--- src/rtl/cflog_pkg.sv ---
// Shared definitions for the CF-Log writer: state encoding, default log
// geometry, entry width and the tag bit that marks repeat-count words.
// Optional loop compression is enabled by defining CFLOG_LOOP_COMPRESS_EN.
package cflog_pkg;

    localparam int          ENTRY_W             = 16;
    localparam logic [15:0] LOG_BASE_DEFAULT    = 16'hA100;
    localparam logic [15:0] LOG_SIZE_DEFAULT    = 16'h0040;
    localparam int          DST_TIMEOUT_DEFAULT = 8;

    // Code addresses are always even, so an odd word in the log is a count.
    localparam logic        CNT_TAG             = 1'b1;
    localparam logic [14:0] RPT_MAX             = 15'h7FFF;

    typedef enum logic [2:0] {
        ST_IDLE     = 3'd0,
        ST_WAIT_DST = 3'd1,
        ST_WR_SRC   = 3'd2,
        ST_WR_DST   = 3'd3,
`ifdef CFLOG_LOOP_COMPRESS_EN
        ST_FULL     = 3'd4,
        ST_WR_CNT   = 3'd5
`else
        ST_FULL     = 3'd4
`endif
    } state_e;

    // Byte address of a log word index (16-bit modulo arithmetic).
    function automatic logic [15:0] word_addr(input logic [15:0] base,
                                              input logic [15:0] idx);
        return base + {idx[14:0], 1'b0};
    endfunction

    // Repeat-count word: count in the upper 15 bits, tag in bit 0.
    function automatic logic [15:0] count_word(input logic [14:0] cnt);
        return {cnt, CNT_TAG};
    endfunction

endpackage

--- src/rtl/cflog_dst_capture.sv ---
// Destination capture for a detected branch: while active, watches the PC
// for a move off the latched source address, or gives up after
// DST_TIMEOUT cycles and takes the current PC as the destination.
module cflog_dst_capture
    import cflog_pkg::*;
#(
    parameter int DST_TIMEOUT = DST_TIMEOUT_DEFAULT
) (
    input  logic               clk,
    input  logic               reset,
    input  logic               start_i,
    input  logic               active_i,
    input  logic [ENTRY_W-1:0] pc_i,
    input  logic [ENTRY_W-1:0] src_i,
    output logic               dst_valid_o,
    output logic [ENTRY_W-1:0] dst_o
);

    localparam logic [7:0] TIMEOUT_LAST = 8'(DST_TIMEOUT - 1);

    logic [7:0] cnt_q;
    logic       hit;

    // The destination is known as soon as the PC moves or the wait expires.
    always_comb begin
        hit         = (pc_i != src_i) || (cnt_q == TIMEOUT_LAST);
        dst_valid_o = active_i && hit;
        dst_o       = pc_i;
    end

    // Cycle counter for the wait, cleared whenever a new capture begins.
    always_ff @(posedge clk) begin
        if (reset || start_i) begin
            cnt_q <= 8'd0;
        end else if (active_i && !hit) begin
            cnt_q <= cnt_q + 8'd1;
        end
    end

endmodule

--- src/rtl/cflog_writer.sv ---
// CF-Log writer: turns each branch_detect pulse into a (source, destination)
// pair and writes it as two words into the log region through a single
// acked write port. Tracks the write pointer, flags a full log and lost
// events. Defining CFLOG_LOOP_COMPRESS_EN collapses repeats of the last
// logged pair into a count word written before the next differing pair.
module cflog_writer
    import cflog_pkg::*;
#(
    parameter logic [15:0] LOG_BASE    = LOG_BASE_DEFAULT,
    parameter logic [15:0] LOG_SIZE    = LOG_SIZE_DEFAULT,
    parameter int          DST_TIMEOUT = DST_TIMEOUT_DEFAULT
) (
    input  logic               clk,
    input  logic               reset,
    input  logic               branch_detect,
    input  logic [ENTRY_W-1:0] pc,
    input  logic               flush,
    output logic               log_wr_en,
    output logic [15:0]        log_addr,
    output logic [ENTRY_W-1:0] log_wdata,
    input  logic               log_wr_ack,
    output logic [15:0]        log_ptr,
    output logic               log_full,
    output logic               evt_lost,
    output logic               busy
);

    state_e             state_q;
    logic [ENTRY_W-1:0] src_q;
    logic [ENTRY_W-1:0] dst_q;
    logic [15:0]        ptr_q;
    logic [15:0]        addr_q;
    logic [ENTRY_W-1:0] wdata_q;
    logic               wr_en_q;
    logic               full_q;
    logic               lost_q;

    logic [16:0]        ptr_plus2;
    logic               has_room2;
    logic [15:0]        ptr_d;
    logic [15:0]        addr_d;
    logic               wr_accept;
    logic               cap_start;
    logic               cap_active;
    logic               dst_valid;
    logic [ENTRY_W-1:0] cap_dst;

`ifdef CFLOG_LOOP_COMPRESS_EN
    logic               last_valid_q;
    logic [ENTRY_W-1:0] last_src_q;
    logic [ENTRY_W-1:0] last_dst_q;
    logic [14:0]        rpt_q;
    logic [16:0]        ptr_plus3;
    logic               has_room3;
    logic               pair_repeat;
`endif

    // Pointer arithmetic and handshake qualifiers.
    always_comb begin
        ptr_plus2  = {1'b0, ptr_q} + 17'd2;
        has_room2  = (ptr_plus2 <= {1'b0, LOG_SIZE});
        ptr_d      = ptr_q + 16'd1;
        addr_d     = word_addr(LOG_BASE, ptr_d);
        wr_accept  = wr_en_q && log_wr_ack;
        cap_start  = (state_q == ST_IDLE) && branch_detect && !flush && has_room2;
        cap_active = (state_q == ST_WAIT_DST);
    end

`ifdef CFLOG_LOOP_COMPRESS_EN
    // A pair identical to the last one logged is only counted.
    always_comb begin
        ptr_plus3   = {1'b0, ptr_q} + 17'd3;
        has_room3   = (ptr_plus3 <= {1'b0, LOG_SIZE});
        pair_repeat = last_valid_q && (src_q == last_src_q) && (cap_dst == last_dst_q);
    end
`endif

    cflog_dst_capture #(
        .DST_TIMEOUT (DST_TIMEOUT)
    ) u_dst_capture (
        .clk         (clk),
        .reset       (reset),
        .start_i     (cap_start),
        .active_i    (cap_active),
        .pc_i        (pc),
        .src_i       (src_q),
        .dst_valid_o (dst_valid),
        .dst_o       (cap_dst)
    );

    // Write-sequencing FSM with registered port outputs; flush overrides all.
    always_ff @(posedge clk) begin
        if (reset || flush) begin
            state_q  <= ST_IDLE;
            ptr_q    <= 16'd0;
            addr_q   <= LOG_BASE;
            wr_en_q  <= 1'b0;
            full_q   <= 1'b0;
            lost_q   <= 1'b0;
`ifdef CFLOG_LOOP_COMPRESS_EN
            last_valid_q <= 1'b0;
            rpt_q        <= 15'd0;
`endif
            if (reset) begin
                src_q   <= '0;
                dst_q   <= '0;
                wdata_q <= '0;
`ifdef CFLOG_LOOP_COMPRESS_EN
                last_src_q <= '0;
                last_dst_q <= '0;
`endif
            end
        end else begin
            // No queueing: any event outside IDLE is dropped and remembered.
            if (branch_detect && (state_q != ST_IDLE)) begin
                lost_q <= 1'b1;
            end

            case (state_q)
                ST_IDLE: begin
                    if (branch_detect) begin
                        if (!has_room2) begin
                            state_q <= ST_FULL;
                            full_q  <= 1'b1;
                        end else begin
                            src_q   <= pc;
                            state_q <= ST_WAIT_DST;
                        end
                    end
                end

                ST_WAIT_DST: begin
                    if (dst_valid) begin
                        dst_q <= cap_dst;
`ifdef CFLOG_LOOP_COMPRESS_EN
                        if (pair_repeat) begin
                            state_q <= ST_IDLE;
                            if (rpt_q != RPT_MAX) begin
                                rpt_q <= rpt_q + 15'd1;
                            end
                        end else if ((rpt_q != 15'd0) && !has_room3) begin
                            state_q <= ST_FULL;
                            full_q  <= 1'b1;
                        end else begin
                            last_valid_q <= 1'b1;
                            last_src_q   <= src_q;
                            last_dst_q   <= cap_dst;
                            wr_en_q      <= 1'b1;
                            if (rpt_q != 15'd0) begin
                                state_q <= ST_WR_CNT;
                                wdata_q <= count_word(rpt_q);
                            end else begin
                                state_q <= ST_WR_SRC;
                                wdata_q <= src_q;
                            end
                        end
`else
                        state_q <= ST_WR_SRC;
                        wr_en_q <= 1'b1;
                        wdata_q <= src_q;
`endif
                    end
                end

`ifdef CFLOG_LOOP_COMPRESS_EN
                ST_WR_CNT: begin
                    if (wr_accept) begin
                        ptr_q   <= ptr_d;
                        addr_q  <= addr_d;
                        rpt_q   <= 15'd0;
                        wdata_q <= src_q;
                        state_q <= ST_WR_SRC;
                    end
                end
`endif

                ST_WR_SRC: begin
                    if (wr_accept) begin
                        ptr_q   <= ptr_d;
                        addr_q  <= addr_d;
                        wdata_q <= dst_q;
                        state_q <= ST_WR_DST;
                    end
                end

                ST_WR_DST: begin
                    if (wr_accept) begin
                        ptr_q   <= ptr_d;
                        addr_q  <= addr_d;
                        wr_en_q <= 1'b0;
                        state_q <= ST_IDLE;
                    end
                end

                ST_FULL: begin
                    // Absorbing until flush or reset.
                    wr_en_q <= 1'b0;
                end

                default: begin
                    state_q <= ST_IDLE;
                    wr_en_q <= 1'b0;
                end
            endcase
        end
    end

    // Port outputs come straight from registers.
    always_comb begin
        log_wr_en = wr_en_q;
        log_addr  = addr_q;
        log_wdata = wdata_q;
        log_ptr   = ptr_q;
        log_full  = full_q;
        evt_lost  = lost_q;
        busy      = (state_q != ST_IDLE);
    end

endmodule

--- config.mk ---
export PLATFORM = sky130hd
export DESIGN_NAME = cflog_writer
export DESIGN_NICKNAME = d
export VERILOG_FILES = /design/src/rtl/cflog_pkg.sv /design/src/rtl/cflog_dst_capture.sv /design/src/rtl/cflog_writer.sv
export SDC_FILE = /design/constraint.sdc
export NUM_CORES = 1
export LEC_CHECK = 0
export ABC_AREA = 1
export ABC_CLOCK_PERIOD_IN_PS = 4100
export CAP_MARGIN = 40
export CORE_MARGIN = 10
export CORE_UTILIZATION = 45
export DETAILED_ROUTE_END_ITERATION = 12
export HOLD_SLACK_MARGIN = 0.1
export PLACE_DENSITY = 0.69
export SLEW_MARGIN = 15
export SYNTH_ARGS = -nofsm -noshare
export SYNTH_HDL_FRONTEND = slang
export SYNTH_SLANG_ARGS = --single-unit
--- constraint.sdc ---
create_clock -name clk -period 4.1 [get_ports clk]
set_input_delay 0.82 -clock clk [delete_from_list [all_inputs] [get_ports clk]]
set_output_delay 0.82 -clock clk [all_outputs]
set_load 0.1 [all_outputs]
==> results.txt <==
The run finished with clean final reports. The final max-slew violation count is 0, and the fraction of the yosys area taken by sequential cells is 50.2%. The half-perimeter wire length of the detailed placement result is 8540 um, and the final RePlAce weighted congestion is 0.897. The area of the die is 14100 sq um.

Buffers inserted to repair hold after CTS numbered 0. Across the routed clock network, the largest skew measured is 0.0145 ns. The cell area that synthesis handed to floorplanning was 4390 sq um. The cell area after layout came out at 6190 sq um. Destination of the worst hold path: log_full$_SDFFE_PN0P_. Arrival time at the worst endpoint: 2.81 ns. The setup slack of the critical path after layout was 1.27 ns.

After routing, the total negative slack on setup checks comes to 0 ns. Summing over every cut layer, the via total after detailed routing is 3939. For the count of cells resized by post-cts repair, the log shows 0. The total clock buffers created by CTS is 9. TritonCTS built the clock tree. Final setup violation count: 0. The average via count per standard cell was 4.94; the mean instance size in the synthesized netlist was 8.04 sq um.

For this run, design rule violations remaining after detail routing come to 0. The hold-critical path depth is 2. Final-report hold violation count: 0. In this run the tool buffered the top-level ports with 71 buffer cells. The post-route fraction of the period consumed by the critical path works out to 68.9%. The floorplan has 35 rows. STA classifies the critical path endpoint as a register. For this run, asynchronously set or reset flops after synthesis account for 0%. Entering global routing, the biggest net connects 35 pins. After synthesis, the most frequently instantiated cells are nand2_1, inv_1, nor2_1. Broken down by cell family, the worst path's largest delay share belongs to simple AND/OR/NAND/NOR gates. The power per standard cell area is 297 nW/um^2.

The pin slew with the least headroom to its limit came out at 0.801 ns. STA classifies the critical path startpoint as a register. Walking the worst path, the cells encountered are ha_1 -> nand3_1 -> nor2_2 -> nand3_1 -> inv_1 -> nand2_1 -> nand2_1 -> nand2_1 -> nor2_2 -> nand3_2 -> o21ai_4. The pre-antenna-repair detailed-routing pass consisted of 5 iterations.

The initial cell density of the core came out at 46.8%. The worst register-to-register path has a setup slack of 1.27 ns. The tools report the worst slack at placement as 1.08 ns. Setup repair after global routing left no endpoint under its margin. The number of ports placed on the die boundary was 73. The final critical path time including I/O delays and setup is 2.83 ns, and the wire length after detailed routing is 11200 um.

In this run the vertical extent of the chip is 119 um. The number of antenna violations at the first check in global routing is 0. The post-layout net count is 690. The library cell occupying the most area in the post-synthesis netlist is edfxtp_1. The logs give 572 for the synthesized net count and 5990 sq um for the placement-stage cell area.

In this run the clock root is driven by a clkbuf_8. Of the post-synthesis cell area, the dominant cell type holds 32.8%. The first global-routing pass estimated 18700 um of wire. Predominant post-synthesis flop cell: edfxtp_1.

After clock tree synthesis, the clock-pin slew on the worst setup and hold paths is 0.09 ns. For the number of diodes, the log shows 0. The worst register-to-register path ends at src_q[1]$_DFFE_PP_. The leakage power came out at 2.58 nW. In the post-synthesis netlist, the biggest area contributors are edfxtp_1, dfxtp_1, nand2_1. The total routing resource utilization after global routing came out at 15.8%.

After detailed routing, the average wire length per cell comes to 14.1 um. Counting flops and latches in the post-synthesis netlist gives 86. Counting along the longest clock path gives a buffer depth of 2. The core region is 9370 sq um.

The width of the die is 119 um, and the number of flops mapped to enable cells by yosys is 48. Worst hold-check path type: reg -> reg. By instance count, the cell type seen most on the critical path is nand2_1. The logs give 3 for the number of levels the H-tree was split into and 4.09 ns for the critical path data required time. Of the cells placed in the final design, the portion with a size suffix greater than 1 is 12.9%. In this run the remaining antenna-violating nets after routing total 0. For the iteration-0 DRC count of the detailed router, the log shows 250. The number of synthesis warnings is 0.

By instance count, the leading cell after synthesis is nand2_1. Across the VDD grid, the largest voltage drop is 197 uV. For this run, the slowest stage of the critical path takes 0.64 ns.

The startpoint identified for the worst register-to-register timing path is log_ptr[1]$_SDFFE_PN0P_. The worst pin sits at a relative slew slack of 46.4%. For this run, the share of the core covered by cells in the final layout is 66.0%.

Buffers added to address setup during post-CTS repair amount to 0. The run gives 546 as the post-synthesis instance total. The count of distinct cell types in the synthesized netlist came out at 30. The worst setup path is of the reg -> reg kind. The worst-skew pair later-pin latency was 0.36 ns. The run gives 0.00184 W as the power after layout. The length in cells of the worst reg-to-reg path is 11.

For the number of global-route vias before repair, the log shows 3943. Origin of the worst min-delay path: log_full$_SDFFE_PN0P_. The area growth from synthesis to final layout is 40.9%, and the overall overflow remaining after global route is 0. The number of clock sinks was 86.

Among all stages on the critical path, the largest delay is contributed by o21ai_4. The number of buffers and inverters on the critical path is 1. The largest fanout on the critical path is 24, and the count of max-cap constraint violations is 0. Timing would allow up to 0.354 GHz.
[kinds of logic (layout without fill, tap and decap cells)]
logic type	count (synthesis)	in the layout	share of synthesized area, %
and+or+nand+nor	262	262	25.8
buffers and inverters	97	220	9.01
DFF	86	86	50.2
AOI/OAI and AO/OA	69	69	8.35
xor gates and xnor gates	26	26	5.19
adders and majority gates	5	5	1.42
other	1	1	0.0854
[flip-flops by register name, summed over array words and instances, names as in the netlist, 3 cells and up]
| name | cells |
|---|---|
| dst_q | 16 |
| log_addr | 8 |
| log_ptr | 16 |
| log_wdata | 16 |
| src_q | 16 |
| state_q | 3 |
| u_dst_capture.cnt_q | 8 |
[where the power goes]
group / total, W / internal [W] / switching [W] / leakage, nW
sequential: 0.000963 / 0.000949 / 0.0000142 / 0.807
clock: 0.000606 / 0.000286 / 0.000320 / 0.0895
combinational: 0.000269 / 0.0000952 / 0.000173 / 1.68
total: 0.00184 / 0.00133 / 0.000507 / 2.58
[how the worst max path moves through the flow]
stage	startpoint	endpoint	slack, ns	cells past startpoint
CTS	log_ptr[1]$_SDFFE_PN0P_	src_q[4]$_DFFE_PP_	1.30	11
finish	log_ptr[1]$_SDFFE_PN0P_	src_q[1]$_DFFE_PP_	1.27	11
detailed placement	pc[4]	log_wdata[9]$_SDFFCE_PN0P_	1.08	9
floorplan	pc[0]	dst_q[0]$_DFFE_PP_	0.99	10
global route	log_ptr[1]$_SDFFE_PN0P_	src_q[12]$_DFFE_PP_	1.09	11
global placement	pc[4]	log_wdata[1]$_SDFFCE_PN0P_	1.16	9
[stage by stage]
step	hold slack, ns	instances
after CTS	0.459	798
after floorplan	0.457	546
after global routing	0.500	798
after detailed placement	0.445	782
final	0.456	798
after global placement	0.451	731
[area by class of cell]
class                      instances  area (sq um)
fill                             768          3190
sequential                        86          2200
multi-input combinational        363          1790
timing repair buffer             128          1550
inverter                          76           285
tap                              129           161
clock buffer                      10           128
clock inverter                     6          70.1
[cell usage in the layout, fill, tap and decap left out, types with 3 or more instances in the layout]
master and n:
o21ai_1 3, xor2_1 25, clkdlybuf4s50_1 71, nor2_4 4, inv_1 76, nand3_1 26, nand4_1 14, clkinvlp_4 3
o21ai_0 22, buf_8 49, dfxtp_1 38, buf_4 6, nor2_2 3, nor2_1 73, clkbuf_8 9, a21oi_1 38
edfxtp_1 48, nand2_1 128, ha_1 5, nor3_1 4
[worst register-to-register path, stage by stage, from the launching register on]
cell and delay, ns:
dfxtp_1 0.49, ha_1 0.29, nand3_1 0.14, nor2_2 0.18, nand3_1 0.13, inv_1 0.10
nand2_1 0.06, nand2_1 0.07, nand2_1 0.07, nor2_2 0.16, nand3_2 0.13, o21ai_4 0.64
[per-layer routing]
metal  part of all wire [%]  track usage [%]
met1                     42             17.7
met2                     53             29.0
met3                    4.2             3.28
met4                    1.4             5.50
met5                      0                0
Power figures use the tool's default switching activity.
